--- config.mk ---
export PLATFORM = sky130hd
export DESIGN_NAME = mod_addsub_serial
export DESIGN_NICKNAME = d
export VERILOG_FILES = /design/src/rtl/mod_addsub_serial.sv
export SDC_FILE = /design/constraint.sdc
export NUM_CORES = 2
export LEC_CHECK = 0
export CAP_MARGIN = 20
export CORE_AREA = 2 2 404 406
export CTS_CLUSTER_DIAMETER = 30
export CTS_CLUSTER_SIZE = 40
export DETAILED_ROUTE_END_ITERATION = 6
export DIE_AREA = 0 0 406 408
export PLACE_DENSITY = 0.67
export SYNTH_ARGS = -nofsm -noshare
export SYNTH_HDL_FRONTEND = slang
export SYNTH_SLANG_ARGS = --single-unit
export TNS_END_PERCENT = 5
--- constraint.sdc ---
create_clock -name clk -period 7.57 [get_ports clk]
set_input_delay 0.757 -clock clk [delete_from_list [all_inputs] [get_ports clk]]
set_output_delay 0.757 -clock clk [all_outputs]
set_load 0.02 [all_outputs]
--- src/rtl/mod_addsub_serial.sv ---
// Word-serial modular adder/subtractor: (A +/- B) mod M, WORD_WIDTH bits per cycle.
// Optional operand range flag enabled by defining MOD_ADDSUB_RANGE_CHECK_EN.
module mod_addsub_serial #(
  parameter int unsigned DATA_WIDTH = 256,
  parameter int unsigned WORD_WIDTH = 64
) (
  input  logic                  clk,
  input  logic                  rst,
  input  logic                  in_valid,
  output logic                  in_ready,
  input  logic                  op_sub,
  input  logic [DATA_WIDTH-1:0] opA,
  input  logic [DATA_WIDTH-1:0] opB,
  input  logic [DATA_WIDTH-1:0] opM,
  output logic                  out_valid,
  input  logic                  out_ready,
  output logic [DATA_WIDTH-1:0] out_data,
  output logic                  range_err
);

  localparam int unsigned NW = DATA_WIDTH / WORD_WIDTH;
  localparam int unsigned CW = (NW > 1) ? $clog2(NW) : 1;

  typedef enum logic [1:0] {IDLE, PH1, PH2, DONE} state_t;

  state_t                state_q, state_d;
  logic                  in_ready_d, out_valid_d;
  logic                  accept_c;
  logic                  last_word_c;

  logic [DATA_WIDTH-1:0] a_q, b_q, m_q, s_q, t_q;
  logic                  op_sub_q;
  logic [CW-1:0]         cnt_q;
  logic                  carry_q;
  logic                  flag1_q;   // add: carry out of A+B; sub: borrow out of A-B
  logic                  flag2_q;   // carry out of s + ~M + 1 (i.e. no borrow in s-M)

  logic [WORD_WIDTH-1:0] x_w, y_raw, y_w;
  logic [WORD_WIDTH:0]   sum_full;
  logic                  invert_c;
  logic                  use_t_c;

  assign accept_c    = (state_q == IDLE) && in_valid && in_ready;
  assign last_word_c = (cnt_q == CW'(NW - 1));

  // State register and registered handshake outputs
  always_ff @(posedge clk) begin
    if (rst) begin
      state_q   <= IDLE;
      in_ready  <= 1'b1;
      out_valid <= 1'b0;
    end else begin
      state_q   <= state_d;
      in_ready  <= in_ready_d;
      out_valid <= out_valid_d;
    end
  end

  // Next-state and next-output logic
  always_comb begin
    state_d     = state_q;
    in_ready_d  = 1'b0;
    out_valid_d = 1'b0;
    unique case (state_q)
      IDLE: if (accept_c) state_d = PH1;
      PH1:  if (last_word_c) state_d = PH2;
      PH2:  if (last_word_c) state_d = DONE;
      DONE: if (out_valid && out_ready) state_d = IDLE;
      default: state_d = IDLE;
    endcase
    in_ready_d  = (state_d == IDLE);
    out_valid_d = (state_q == DONE) && (state_d == DONE);
  end

  // Per-word operand select: PH1 uses A and B, PH2 uses s and M
  always_comb begin
    x_w   = '0;
    y_raw = '0;
    for (int i = 0; i < int'(NW); i++) begin
      if (cnt_q == CW'(i)) begin
        x_w   = (state_q == PH2) ? s_q[i*WORD_WIDTH +: WORD_WIDTH] : a_q[i*WORD_WIDTH +: WORD_WIDTH];
        y_raw = (state_q == PH2) ? m_q[i*WORD_WIDTH +: WORD_WIDTH] : b_q[i*WORD_WIDTH +: WORD_WIDTH];
      end
    end
  end

  // Subtraction is done as add of the one's complement with carry-in 1
  assign invert_c = (state_q == PH2) ? ~op_sub_q : op_sub_q;
  assign y_w      = invert_c ? ~y_raw : y_raw;
  assign sum_full = {1'b0, x_w} + {1'b0, y_w} + {{WORD_WIDTH{1'b0}}, carry_q};

  // Add picks t when A+B overflowed or s >= M; subtract picks t when A-B borrowed
  assign use_t_c = op_sub_q ? flag1_q : (flag1_q | flag2_q);

  // Operand capture and word-serial datapath
  always_ff @(posedge clk) begin
    if (rst) begin
      a_q      <= '0;
      b_q      <= '0;
      m_q      <= '0;
      s_q      <= '0;
      t_q      <= '0;
      op_sub_q <= 1'b0;
      cnt_q    <= '0;
      carry_q  <= 1'b0;
      flag1_q  <= 1'b0;
      flag2_q  <= 1'b0;
      out_data <= '0;
    end else begin
      unique case (state_q)
        IDLE: begin
          if (accept_c) begin
            a_q      <= opA;
            b_q      <= opB;
            m_q      <= opM;
            op_sub_q <= op_sub;
            cnt_q    <= '0;
            carry_q  <= op_sub;
            flag1_q  <= 1'b0;
            flag2_q  <= 1'b0;
          end
        end
        PH1: begin
          for (int i = 0; i < int'(NW); i++) begin
            if (cnt_q == CW'(i)) s_q[i*WORD_WIDTH +: WORD_WIDTH] <= sum_full[WORD_WIDTH-1:0];
          end
          if (last_word_c) begin
            cnt_q   <= '0;
            carry_q <= ~op_sub_q;
            flag1_q <= op_sub_q ? ~sum_full[WORD_WIDTH] : sum_full[WORD_WIDTH];
          end else begin
            cnt_q   <= cnt_q + CW'(1);
            carry_q <= sum_full[WORD_WIDTH];
          end
        end
        PH2: begin
          for (int i = 0; i < int'(NW); i++) begin
            if (cnt_q == CW'(i)) t_q[i*WORD_WIDTH +: WORD_WIDTH] <= sum_full[WORD_WIDTH-1:0];
          end
          if (last_word_c) begin
            cnt_q   <= '0;
            carry_q <= 1'b0;
            flag2_q <= sum_full[WORD_WIDTH];
          end else begin
            cnt_q   <= cnt_q + CW'(1);
            carry_q <= sum_full[WORD_WIDTH];
          end
        end
        DONE: begin
          if (!out_valid) out_data <= use_t_c ? t_q : s_q;
        end
        default: ;
      endcase
    end
  end

`ifdef MOD_ADDSUB_RANGE_CHECK_EN
  // Range flag captured at accept, held until the next accept
  always_ff @(posedge clk) begin
    if (rst) begin
      range_err <= 1'b0;
    end else if (accept_c) begin
      range_err <= (opA >= opM) || (opB >= opM);
    end
  end
`else
  assign range_err = 1'b0;
`endif

endmodule

==> metrics <==
layout cells sized above 1=9.52%; slew at the pin closest to its max-slew limit=1540 ps; average wire per standard cell=25.2 um; Hold Violations, Final=0; routed vias/inst=5.70; CP cell instances=inv_1, ha_4, buf_12, buf_4, mux2_2, a211oi_1, a21oi_1, nor2_1, a21oi_1, ha_1, a21oi_1, o21ai_0, a211o_1, a21oi_1, nor4b_2, a21oi_1, a21oi_2, o21ai_1, a2111oi_0, nor4_1; total setup buffers inserted after CTS=0; core region area=162000 sq um; CTS buffer count=358; Area contributors post-synth=dfxtp_1 45%, nand2_1 12%, a21oi_1 11%; Top-Level Pins=1032; Slowest Stage Delay on Critical Path=640 ps; Max Fanout on Critical Path=36; Setup crit end kind=flop; root buffer cell=clkbuf_16; largest net degree at the start of global routing=207; data arrival time at the worst-slack endpoint=7640 ps; setup TNS=0 ps; #FFs+latches synth=1546; Area Overhead vs Synth=34.8%; number of fill cells=14306; Power Dens Cells=338 nW/um^2; Unique masters post-synth=88; busiest grt layer=met2; synthesized area=69500 sq um; # rows=148; Crit path required time=8320 ps; Die Height=408 um; sequential cell area fraction in the yosys report=44.5%; RSZ-0062 raised after global routing=false; post-cts sizing count=0; met2 GRT Util=53.6%; HP Class=in2reg; Routed Antenna Nets=0; chip width=406 um; first-pass GRT wire length=435000 um; Post-Syn Nets=9629; crit path kind=reg2reg; Post-synth EDFFs=0; drt pass-1 iters=6; DP HPWL=215000 um; Pins Over Slew Limit=45; maximum vdd drop=0.000300 V; remaining global-route overflow=0; top cell type by total area after synthesis=dfxtp_1; Clock Path Buffers=4; met3 Usage GRT=7.35%; initial antenna violation count=43; Die ar.=166000 sq um; Critical Path Most Common Cell=a21oi_1; CP max-delay cell=ha_4; most common cell after layout, fill and taps aside=nand2_1; GR Util met1=46.9%; failing checks=max-slew violations; TritonCTS clock tree=done; fraction of registers with async set/reset=0%; Worst-path clk slew=50 ps; CTS Hold Buffers Added=0; H-Tree Depth=5; Syn Inst Count=8782; post-layout minimum cycle time=6890 ps; crit path launch type=flop; most frequent cells in the layout=2133 x nand2_1, 1545 x dfxtp_1, 1536 x a21oi_1; maxcap violations=0; Detailed Route Iter0 Violations=7842; Main synth FF type=dfxtp_1; NumNets Final=10405; P_leak=34.9 nW; status=finished with violations; period utilisation layout=91.0%; Slew HR=-2.77%; Skew-Pair Late Insertion Delay=960 ps; Starting Density=43.0%; clk sinks=1546; drt drc=0; fmax=145 MHz; Post-Route Skew=101 ps; Setup Viol. Count Final=0; top cell type's share of synthesized area=44.5%; overall routed net length=304000 um; Sequential Area=31000 sq um; Yosys Warn Count=0; routed vias=68553; GRT Util Overall=35.2%; Synth Area per Inst=7.92 sq um; RD Place Congestion=0.974; IO buf count=1030; Min Hold Slack=343 ps; vias in the first global route=64816; multi-input logic area=35800 sq um
-- cells by family after synthesis --
family          after synthesis  share of synthesized area (%)
buf+inv                     784                           4.31
compound gates             2305                           19.3
fa+ha+maj                    74                           1.35
flops                      1546                           44.5
simple gates               3250                           18.6
mux                         707                           10.4
other cells                   1                        0.00539
xor+xnor                    115                           1.45
-- layout make-up --
type,instances,area share (%)
clock inverters,193,2.72
inverters,26,0.104
repair buffers,1174,12.6
clock buffers,443,10.4
flip-flops and latches,1546,33.0
multi-input cells,6452,38.1
well taps,2175,2.90
diodes,21,0.0561
-- stage by stage --
step	power, mW	instances	util [%]	area [sq um]	worst slack (ps)
5_1_grt	32.6	12021	58.0	93700	372
2_1_floorplan	12.8	8782	-	69500	1850
6_report	31.7	12030	58.0	93700	680
4_1_cts	31.6	12004	57.9	93600	858
3_5_place_dp	15.8	11368	50.3	81300	860
3_3_place_gp	15.8	11366	50.3	81200	890
-- cells in the mapped netlist, types with 32 or more instances --
cell	instances
a21oi_1	1537
a21o_1	55
a211oi_1	471
o21ai_0	105
nand3b_1	97
dfxtp_1	1546
mux2_2	128
nand2_1	2141
ha_1	72
clkbuf_1	603
buf_2	32
mux2i_1	578
nor2_1	844
buf_1	117
xnor2_1	95
nand3_1	48
-- final timing paths --
| path | from | to | slack [ps] | cells after the start |
|---|---|---|---|---|
| max | state_q[0]$_SDFF_PP0_ | carry_q$_SDFFE_PP0P_ | 680 | 20 |
| min | opB[14] | b_q[14]$_SDFFE_PP0P_ | 340 | 3 |
| max reg2reg | state_q[0]$_SDFF_PP0_ | carry_q$_SDFFE_PP0P_ | 680 | 20 |
| min reg2reg | m_q[157]$_SDFFE_PP0P_ | m_q[157]$_SDFFE_PP0P_ | 450 | 2 |
-- report_power, final --
group,switching (mW),internal [mW]
registers,0.459,8.82
logic,4.63,1.98
clock network,4.90,10.9
-- critical path: cells and delay by family (launching register included) --
kind	cells	cell delay, ps
AO/OA/AOI/OAI	11	3190
flip-flops	1	340
adder cells (fa/ha/maj)	2	1070
buffers and inverters	3	740
AND/OR/NAND/NOR	3	940
multiplexers	1	360
-- layer usage --
layer | routed length, um | share of wire [%]
met1 | 126000 | 42
met2 | 134000 | 44
met3 | 27300 | 9.0
met4 | 16100 | 5.3
met5 | 171 | 0.056
-- registers in the layout, summed over array words and instances (netlist names) --
name       count
m_q          256
b_q          256
flag2_q        1
op_sub_q       1
carry_q        1
out_data     256
s_q          256
in_ready       1
flag1_q        1
t_q          256
a_q          256
out_valid      1
state_q        2
cnt_q          2
Power figures use the tool's default switching activity.
